## src/rtl/fetch_decode_if.sv

```systemverilog
// fetch_decode_if: PC, flag and program-load inputs plus decode strobes of the fetch/decode unit
interface fetch_decode_if #(
  parameter int ADDR_W  = 4,
  parameter int INSTR_W = 8
);
  logic [ADDR_W-1:0]  pc;
  logic               zero_flag;
  logic               carry_flag;
  logic               prog_we;
  logic [ADDR_W-1:0]  prog_addr;
  logic [INSTR_W-1:0] prog_data;
  logic               pc_inc;
  logic               pc_load;
  logic [ADDR_W-1:0]  pc_target;
  logic [INSTR_W-1:0] ir_out;
  logic [3:0]         operand;
  logic               ld_a;
  logic               alu_add;
  logic               alu_sub;
  logic               out_en;
  logic               halt;
  logic [1:0]         state_out;
  modport master (
    output pc, zero_flag, carry_flag, prog_we, prog_addr, prog_data,
    input  pc_inc, pc_load, pc_target, ir_out, operand, ld_a, alu_add, alu_sub, out_en, halt, state_out
  );
  modport slave (
    input  pc, zero_flag, carry_flag, prog_we, prog_addr, prog_data,
    output pc_inc, pc_load, pc_target, ir_out, operand, ld_a, alu_add, alu_sub, out_en, halt, state_out
  );
endinterface

```

## src/rtl/fetch_decode_unit.sv

```systemverilog
// fetch_decode_unit: 3-cycle fetch/decode/execute controller driving the PC and execute strobes
module fetch_decode_unit #(
  parameter int ADDR_W  = 4,
  parameter int INSTR_W = 8
) (
  input logic           clk,
  input logic           rst,
  fetch_decode_if.slave bus
);
  typedef enum logic [1:0] {FETCH, DECODE, EXEC, HALT} state_t;
  state_t             state;
  logic [INSTR_W-1:0] ir;
  logic [INSTR_W-1:0] mem [2**ADDR_W];
  logic [3:0]         op;
  logic               ex;
  logic               taken;
  // program memory is never reset so it can be loaded while the core is held in reset
  always_ff @(posedge clk)
    if (bus.prog_we) mem[bus.prog_addr] <= bus.prog_data;
  // sequencer: FETCH captures mem[pc] (old data on a same-edge write), EXEC ends in HALT on opcode F
  always_ff @(posedge clk or posedge rst)
    if (rst) begin
      state <= FETCH;
      ir    <= '0;
    end else begin
      ir    <= state == FETCH ? mem[bus.pc] : ir;
      state <= state == FETCH ? DECODE :
               state == DECODE ? EXEC :
               state == EXEC && op != 4'hF ? FETCH : HALT;
    end
  // Moore decode of state and ir; flags only matter during EXEC
  always_comb begin
    op            = ir[INSTR_W-1:INSTR_W-4];
    ex            = state == EXEC;
    taken         = ex && (op == 4'h5 || (op == 4'h6 && bus.zero_flag) || (op == 4'h7 && bus.carry_flag));
    bus.pc_load   = taken;
    bus.pc_target = taken ? ir[ADDR_W-1:0] : '0;
    bus.pc_inc    = ex && !taken && op != 4'hF;
    bus.ld_a      = ex && op == 4'h1;
    bus.alu_add   = ex && op == 4'h2;
    bus.alu_sub   = ex && op == 4'h3;
    bus.out_en    = ex && op == 4'h4;
    bus.halt      = state == HALT;
    bus.state_out = state;
    bus.ir_out    = ir;
    bus.operand   = ir[3:0];
  end
endmodule

```

## src/flat_wrapper.sv

```systemverilog
// flat-port wrapper written by rule: the top's interface ports become plain ports
module fetch_decode_unit_flat 
#(
  parameter int ADDR_W  = 4,
  parameter int INSTR_W = 8
)
  (clk, rst, bus_pc, bus_zero_flag, bus_carry_flag, bus_prog_we, bus_prog_addr, bus_prog_data, bus_pc_inc, bus_pc_load, bus_pc_target, bus_ir_out, bus_operand, bus_ld_a, bus_alu_add, bus_alu_sub, bus_out_en, bus_halt, bus_state_out);
  fetch_decode_if #(.ADDR_W(ADDR_W), .INSTR_W(INSTR_W)) bus_i ();
  input logic clk;
  input logic rst;
  input wire logic [$bits(bus_i.pc)-1:0] bus_pc;
  input wire logic [$bits(bus_i.zero_flag)-1:0] bus_zero_flag;
  input wire logic [$bits(bus_i.carry_flag)-1:0] bus_carry_flag;
  input wire logic [$bits(bus_i.prog_we)-1:0] bus_prog_we;
  input wire logic [$bits(bus_i.prog_addr)-1:0] bus_prog_addr;
  input wire logic [$bits(bus_i.prog_data)-1:0] bus_prog_data;
  output wire logic [$bits(bus_i.pc_inc)-1:0] bus_pc_inc;
  output wire logic [$bits(bus_i.pc_load)-1:0] bus_pc_load;
  output wire logic [$bits(bus_i.pc_target)-1:0] bus_pc_target;
  output wire logic [$bits(bus_i.ir_out)-1:0] bus_ir_out;
  output wire logic [$bits(bus_i.operand)-1:0] bus_operand;
  output wire logic [$bits(bus_i.ld_a)-1:0] bus_ld_a;
  output wire logic [$bits(bus_i.alu_add)-1:0] bus_alu_add;
  output wire logic [$bits(bus_i.alu_sub)-1:0] bus_alu_sub;
  output wire logic [$bits(bus_i.out_en)-1:0] bus_out_en;
  output wire logic [$bits(bus_i.halt)-1:0] bus_halt;
  output wire logic [$bits(bus_i.state_out)-1:0] bus_state_out;
  assign bus_i.pc = bus_pc;
  assign bus_i.zero_flag = bus_zero_flag;
  assign bus_i.carry_flag = bus_carry_flag;
  assign bus_i.prog_we = bus_prog_we;
  assign bus_i.prog_addr = bus_prog_addr;
  assign bus_i.prog_data = bus_prog_data;
  assign bus_pc_inc = bus_i.pc_inc;
  assign bus_pc_load = bus_i.pc_load;
  assign bus_pc_target = bus_i.pc_target;
  assign bus_ir_out = bus_i.ir_out;
  assign bus_operand = bus_i.operand;
  assign bus_ld_a = bus_i.ld_a;
  assign bus_alu_add = bus_i.alu_add;
  assign bus_alu_sub = bus_i.alu_sub;
  assign bus_out_en = bus_i.out_en;
  assign bus_halt = bus_i.halt;
  assign bus_state_out = bus_i.state_out;
  fetch_decode_unit #(.ADDR_W(ADDR_W), .INSTR_W(INSTR_W)) u_core (.clk(clk), .rst(rst), .bus(bus_i));
endmodule
```

## config.mk

```make
export PLATFORM = sky130hd
export DESIGN_NAME = fetch_decode_unit_flat
export DESIGN_NICKNAME = d
export VERILOG_FILES = /design/src/rtl/fetch_decode_if.sv /design/src/rtl/fetch_decode_unit.sv /design/src/flat_wrapper.sv
export SDC_FILE = /design/constraint.sdc
export NUM_CORES = 1
export LEC_CHECK = 0
export CAP_MARGIN = 20
export CORE_MARGIN = 8
export CORE_UTILIZATION = 60
export CTS_BUF_LIST = sky130_fd_sc_hd__clkbuf_4
export CTS_CLUSTER_DIAMETER = 60
export DETAILED_ROUTE_END_ITERATION = 10
export GPL_ROUTABILITY_DRIVEN = 0
export PLACE_DENSITY = 0.92
export SLEW_MARGIN = 40
export SYNTH_ARGS = -nofsm -noshare
export SYNTH_HDL_FRONTEND = slang
export SYNTH_SLANG_ARGS = --single-unit
export TNS_END_PERCENT = 20
```

## constraint.sdc

```tcl
create_clock -name clk -period 2.3 [get_ports clk]
set_input_delay 0.23 -clock clk [delete_from_list [all_inputs] [get_ports clk]]
set_output_delay 0.23 -clock clk [all_outputs]
set_load 0.02 [all_outputs]
```

---- Word level (Yosys, flattened, before mapping) ----
Memory sizes are Yosys's and may differ from the RTL's. A register that Yosys moved wholly into a read port is not among the register bits.
Index checks and enable logic that the tools add are counted.
word-level totals
  word-level logic and storage cells ...... 33
  register bits after elaboration ......... 2
  RAM bits ................................ 128
  memories kept ........................... 1
memories
  name        depth  bits a word  read ports  clocked after Yosys merged registers in  wr ports  RTL line                 RTL
  u_core.mem  16     8            1           1                                        1         fetch_decode_unit.sv:13  logic [INSTR_W-1:0] mem [2**ADDR_W];
cells by class
  reduce and logical (&&, ||, !) cells .... 14
  equality and inequality tests ........... 11
  muxes and demuxes ....................... 6
operator list
  cell                                                 count
  equality test 4 x 3 -> 1 bit, second input constant  4
  logical AND 1 bit                                    10
  equality test 4 x 2 -> 1 bit, second input constant  2
  two-way mux 2 bit                                    3
  equality test 2 bit, second input constant           2
  equality test 4 x 1 -> 1 bit, second input constant  1
  two-way mux 4 bit                                    1
  != test 4 bit, second input constant                 1
  equality test 2 x 1 -> 1 bit, second input constant  1
  logical NOT 2 bit                                    1
  logical OR 1 bit                                     2
  two-way mux 1 bit                                    2
  logical NOT 1 bit                                    1

---- Logic depth before layout (Yosys ltp) ----
  depth in word-level cells ............... 8
  mapped depth ............................ 6
  depth with buffers taken out ............ 4

---- Worst setup path before layout ----
OpenSTA, ideal clock, no wires.
  path type ............................... reg-to-output
  from .................................... register u_core.state[0] (netlist: u_core.bus.state_out[0])
  to ...................................... output port bus_alu_add
  data arrival time ....................... 1607 ps
  slack ................................... 463 ps
  stages on the path, launching flop included .. 4
  cell sequence ........................... dfrtp_1 nand2b_1 or3_1 nor3b_1
between the ends
  longest elaborated chain between the ends .. 2
RTL lines
  item                    RTL line                 RTL
  from (decl)             fetch_decode_unit.sv:11  state_t state;
  from (signal assigned)  fetch_decode_unit.sv:27  state <= state == FETCH ? DECODE :
  equality test 2 bit     fetch_decode_unit.sv:34  ex = state == EXEC;
  logical AND 1 bit       fetch_decode_unit.sv:40  bus.alu_add = ex && op == 4'h2;
  to (decl)               flat_wrapper.sv:23       output wire logic [$bits(bus_i.alu_add)-1:0] bus_alu_add;
No other way between the ends.

---- Worst setup path in the final report ----
  from .................................... register u_core.ir[5] (netlist: u_core.bus.ir_out[5]), read port of u_core.mem
  to ...................................... output port bus_pc_inc
between the ends
  longest elaborated chain between the ends .. 8
  elaborated cells on any way between the ends .. 12
RTL lines
  item                           RTL line                 RTL
  from (decl)                    fetch_decode_unit.sv:12  logic [INSTR_W-1:0] ir;
  equality test 4 x 3 -> 1 bit   fetch_decode_unit.sv:35  taken = ex && (op == 4'h5 || (op == 4'h6 && bus.zero_flag) || (op == 4'h7 && bus.carry_flag));
  logical AND 1 bit              fetch_decode_unit.sv:35
  logical OR 1 bit (2 in a row)  fetch_decode_unit.sv:35
  logical AND 1 bit              fetch_decode_unit.sv:35
  logical NOT 1 bit              fetch_decode_unit.sv:38  bus.pc_inc = ex && !taken && op != 4'hF;
  logical AND 1 bit              fetch_decode_unit.sv:38
  logical AND 1 bit (*)          fetch_decode_unit.sv:38
  to (decl)                      flat_wrapper.sv:17       output wire logic [$bits(bus_i.pc_inc)-1:0] bus_pc_inc;
Mark *: on every way between the ends. The rest lies on a longest branch, timed or not.

==> impl_metrics.json <==
{
  "power_density_nw_per_um2": 874,
  "htreeDepth": 4,
  "wl_per_cell_microns": 21.4,
  "clock_skew_ns": 0.0173,
  "nets": 435,
  "syn_inst": 344,
  "antenna_found_initial": 0,
  "drc": 0,
  "start_util": 0.610,
  "rr_startpoint": "u_core.mem[13][2]",
  "cts_tree": "done",
  "ys_types": 32,
  "required_ns": 2.07,
  "reg2reg_to": "u_core.bus.ir_out[2]",
  "die_area_sq_um": 12600,
  "yosysTopAreaCell": "edfxtp_1",
  "drtAntennaViolNets": 0,
  "path_cells": "nand2_1 -> nor2_1 -> nor2_1 -> o21a_1 -> clkdlybuf4s50_1",
  "r2r_setup_slack_ns": 0.93,
  "final-setup-viol-count": 0,
  "rr_worst_depth": 3,
  "synth_enable_flop_cells": 128,
  "fillers": 539,
  "synth_warnings": 0,
  "cp-start-kind": "flop",
  "crit_start": "u_core.bus.ir_out[5]",
  "grt_max_degree": 29,
  "synthArstFlopShare": 0.0725,
  "dpl_cell_area_sq_um": 6210,
  "clock-sinks": 138,
  "whs_ns": 0.488,
  "crit_top_cell": "nor2_1",
  "path_class": "flop to output pin",
  "grt_pass1_wl_microns": 17900,
  "n_antenna_cell": 0,
  "drv_slew": 0,
  "synth_top_area_frac": 0.689,
  "cts-root-buf": "clkbuf_4",
  "finalHoldViolations": 0,
  "vias_per_cell": 6.17,
  "hold_class": "primary input to flop",
  "fp.dieW_microns": 112,
  "ys_seq_area_frac": 0.733,
  "worstPathArrival_ns": 2.03,
  "ys_ff_latch": 138,
  "rsz0062_at_grt": "true",
  "rows": 35,
  "critPathMaxFanout": 7,
  "finalCritPeriodShare": 0.983,
  "critPathCapture": "bus_pc_inc",
  "grt_overflow": 0,
  "worst_setup_path_end_kind": "output pin",
  "clk_path_buf_depth": 2,
  "grt_pass1_vias": 3268,
  "final_area_sq_um": 6510,
  "drt_iter0_markers": 274,
  "fmaxAchievable_mhz": 442,
  "seq_area_sq_um": 4100,
  "drt_wl_total_microns": 11500,
  "worst_pin_slew_ns": 0.675,
  "clk_pin_slew_worst_paths_ns": 0.10,
  "port_buffers": 45,
  "clk_latency_ns": 0.51,
  "grtUsageTotal": 0.190,
  "layout-drive-gt1-share": 0.162,
  "post-dp-hpwl_microns": 7590,
  "syn_avg_cell_area_sq_um": 16.2,
  "dr.pass1.iters": 5,
  "max_slew_margin": 0.549,
  "num_vias": 3317,
  "multi_input_area_sq_um": 1340,
  "pin_count": 46,
  "slowest_delay_ns": 0.60,
  "die_h_microns": 112,
  "critPathSlowestCell": "clkdlybuf4s50_1",
  "syn_area_sq_um": 5580,
  "p_leak_nw": 2.40,
  "synth_nets": 365,
  "drv_cap": 0,
  "peakVddDrop_mv": 0.470,
  "status": "completed",
  "yosys-top-cells-area": "edfxtp_1 69%, mux2i_1 11%, dfrtp_1 4.5%",
  "cts_buffers": 17,
  "finalCriticalPeriod_ns": 2.26,
  "syn_to_final_growth_pct": 16.7,
  "synthFlopType": "edfxtp_1",
  "coreArea_sq_um": 9150
}
[per-layer routing]
layer  track usage  wire (microns)  vias to the layer above
met5             0               0                        -
met4        0.0701             212                        0
met3        0.0601            1030                       19
met2         0.311            5790                      194
met1         0.231            4500                     1619
li1              -               -                     1485
[timing repair]
action | CTS | global route
cloned | 0 | 0
pin swaps | 0 | 1
endpoints found under the hold margin | 10 | 0
hold buffers | 1 | 0
setup buffers | 1 | 1
setup endpoints to repair | 10 | 7
gates resized for setup | 16 | 11
[state kept, by name (all words and copies together), names as in the netlist]
signal and cells:
u_core.bus.state_out 2, u_core.bus.ir_out 8, u_core.mem 128
[kinds of logic (layout without fill, tap and decap cells)]
kind of cell           after synthesis  count (layout)  share of synthesized area
AO/OA/AOI/OAI                       36              36                     0.0439
buffers and inverters               22             105                     0.0265
flip-flops                         138             138                      0.733
multiplexers                        63              63                      0.117
AND/OR/NAND/NOR                     85              85                     0.0787
[placed cells by master (no fill, tap or decap), drive strengths merged, types with 3 or more instances in the layout]
master,count
clkdlybuf4s50,35
nor2,17
bufinv,3
nand2b,4
buf,28
mux2i,61
inv,3
dfrtp,10
nand2,20
clkinv,8
clkbuf,22
edfxtp,128
nand3,8
nand4,15
a21oi,9
a22oi,22
nor3,5
and2,6
[critical path, delay by kind of cell, from the launching register on]
| family | cells | cell delay (ns) |
|---|---|---|
| buffers and inverters | 1 | 0.60 |
| AOI/OAI and AO/OA | 1 | 0.14 |
| and+or+nand+nor | 3 | 0.33 |
| DFF | 1 | 0.46 |
[Yosys cell counts (3+ instances only)]
library cell	number
buf_6	4
and2_1	6
nand2b_1	4
nand3_1	8
buf_4	8
a21oi_1	9
nand2_1	20
nor2_1	17
nand4_1	15
edfxtp_1	128
buf_2	4
nor3_1	4
clkbuf_1	3
dfrtp_1	10
a22oi_1	22
mux2i_1	61
[report_power, final]
part	internal (mW)	switching, mW
logic	0.493	0.635
clock network	0.770	0.802
registers	2.88	0.109
total	4.15	1.55
[layout make-up]
cell class,count,area share
well taps,111,0.0213
repair buffers,71,0.0976
clock inverters,13,0.0232
inverters,2,0.00115
clock buffers,19,0.0219
multi-input cells,184,0.206
flip-flops and latches,138,0.629
[worst min-delay path by stage]
| stage | from | slack (ns) | depth (start not counted) | end |
|---|---|---|---|---|
| CTS | bus_pc[1] | 0.46 | 5 | u_core.bus.ir_out[5] |
| floorplan | rst | 0.07 | 1 | u_core.bus.ir_out[0] |
| detailed placement | rst | 0.52 | 2 | u_core.bus.ir_out[0] |
| global route | bus_pc[1] | 0.49 | 5 | u_core.bus.ir_out[3] |
| global placement | rst | 0.52 | 2 | u_core.bus.ir_out[0] |
| finish | bus_pc[1] | 0.49 | 5 | u_core.bus.ir_out[5] |
[stage by stage]
step                setup TNS [ns]  total power, mW  std cells  utilization  setup slack [ns]
global route               -0.0845             5.93        538        0.712           -0.0845
floorplan                        0             3.67        344            -             0.463
global placement                 0             4.12        503        0.679             0.218
detailed placement               0             4.17        503        0.679             0.145
CTS                         -0.127             5.72        537        0.713            -0.127
finish                           0             5.69        538        0.712            0.0380
Power figures use the tool's default switching activity.
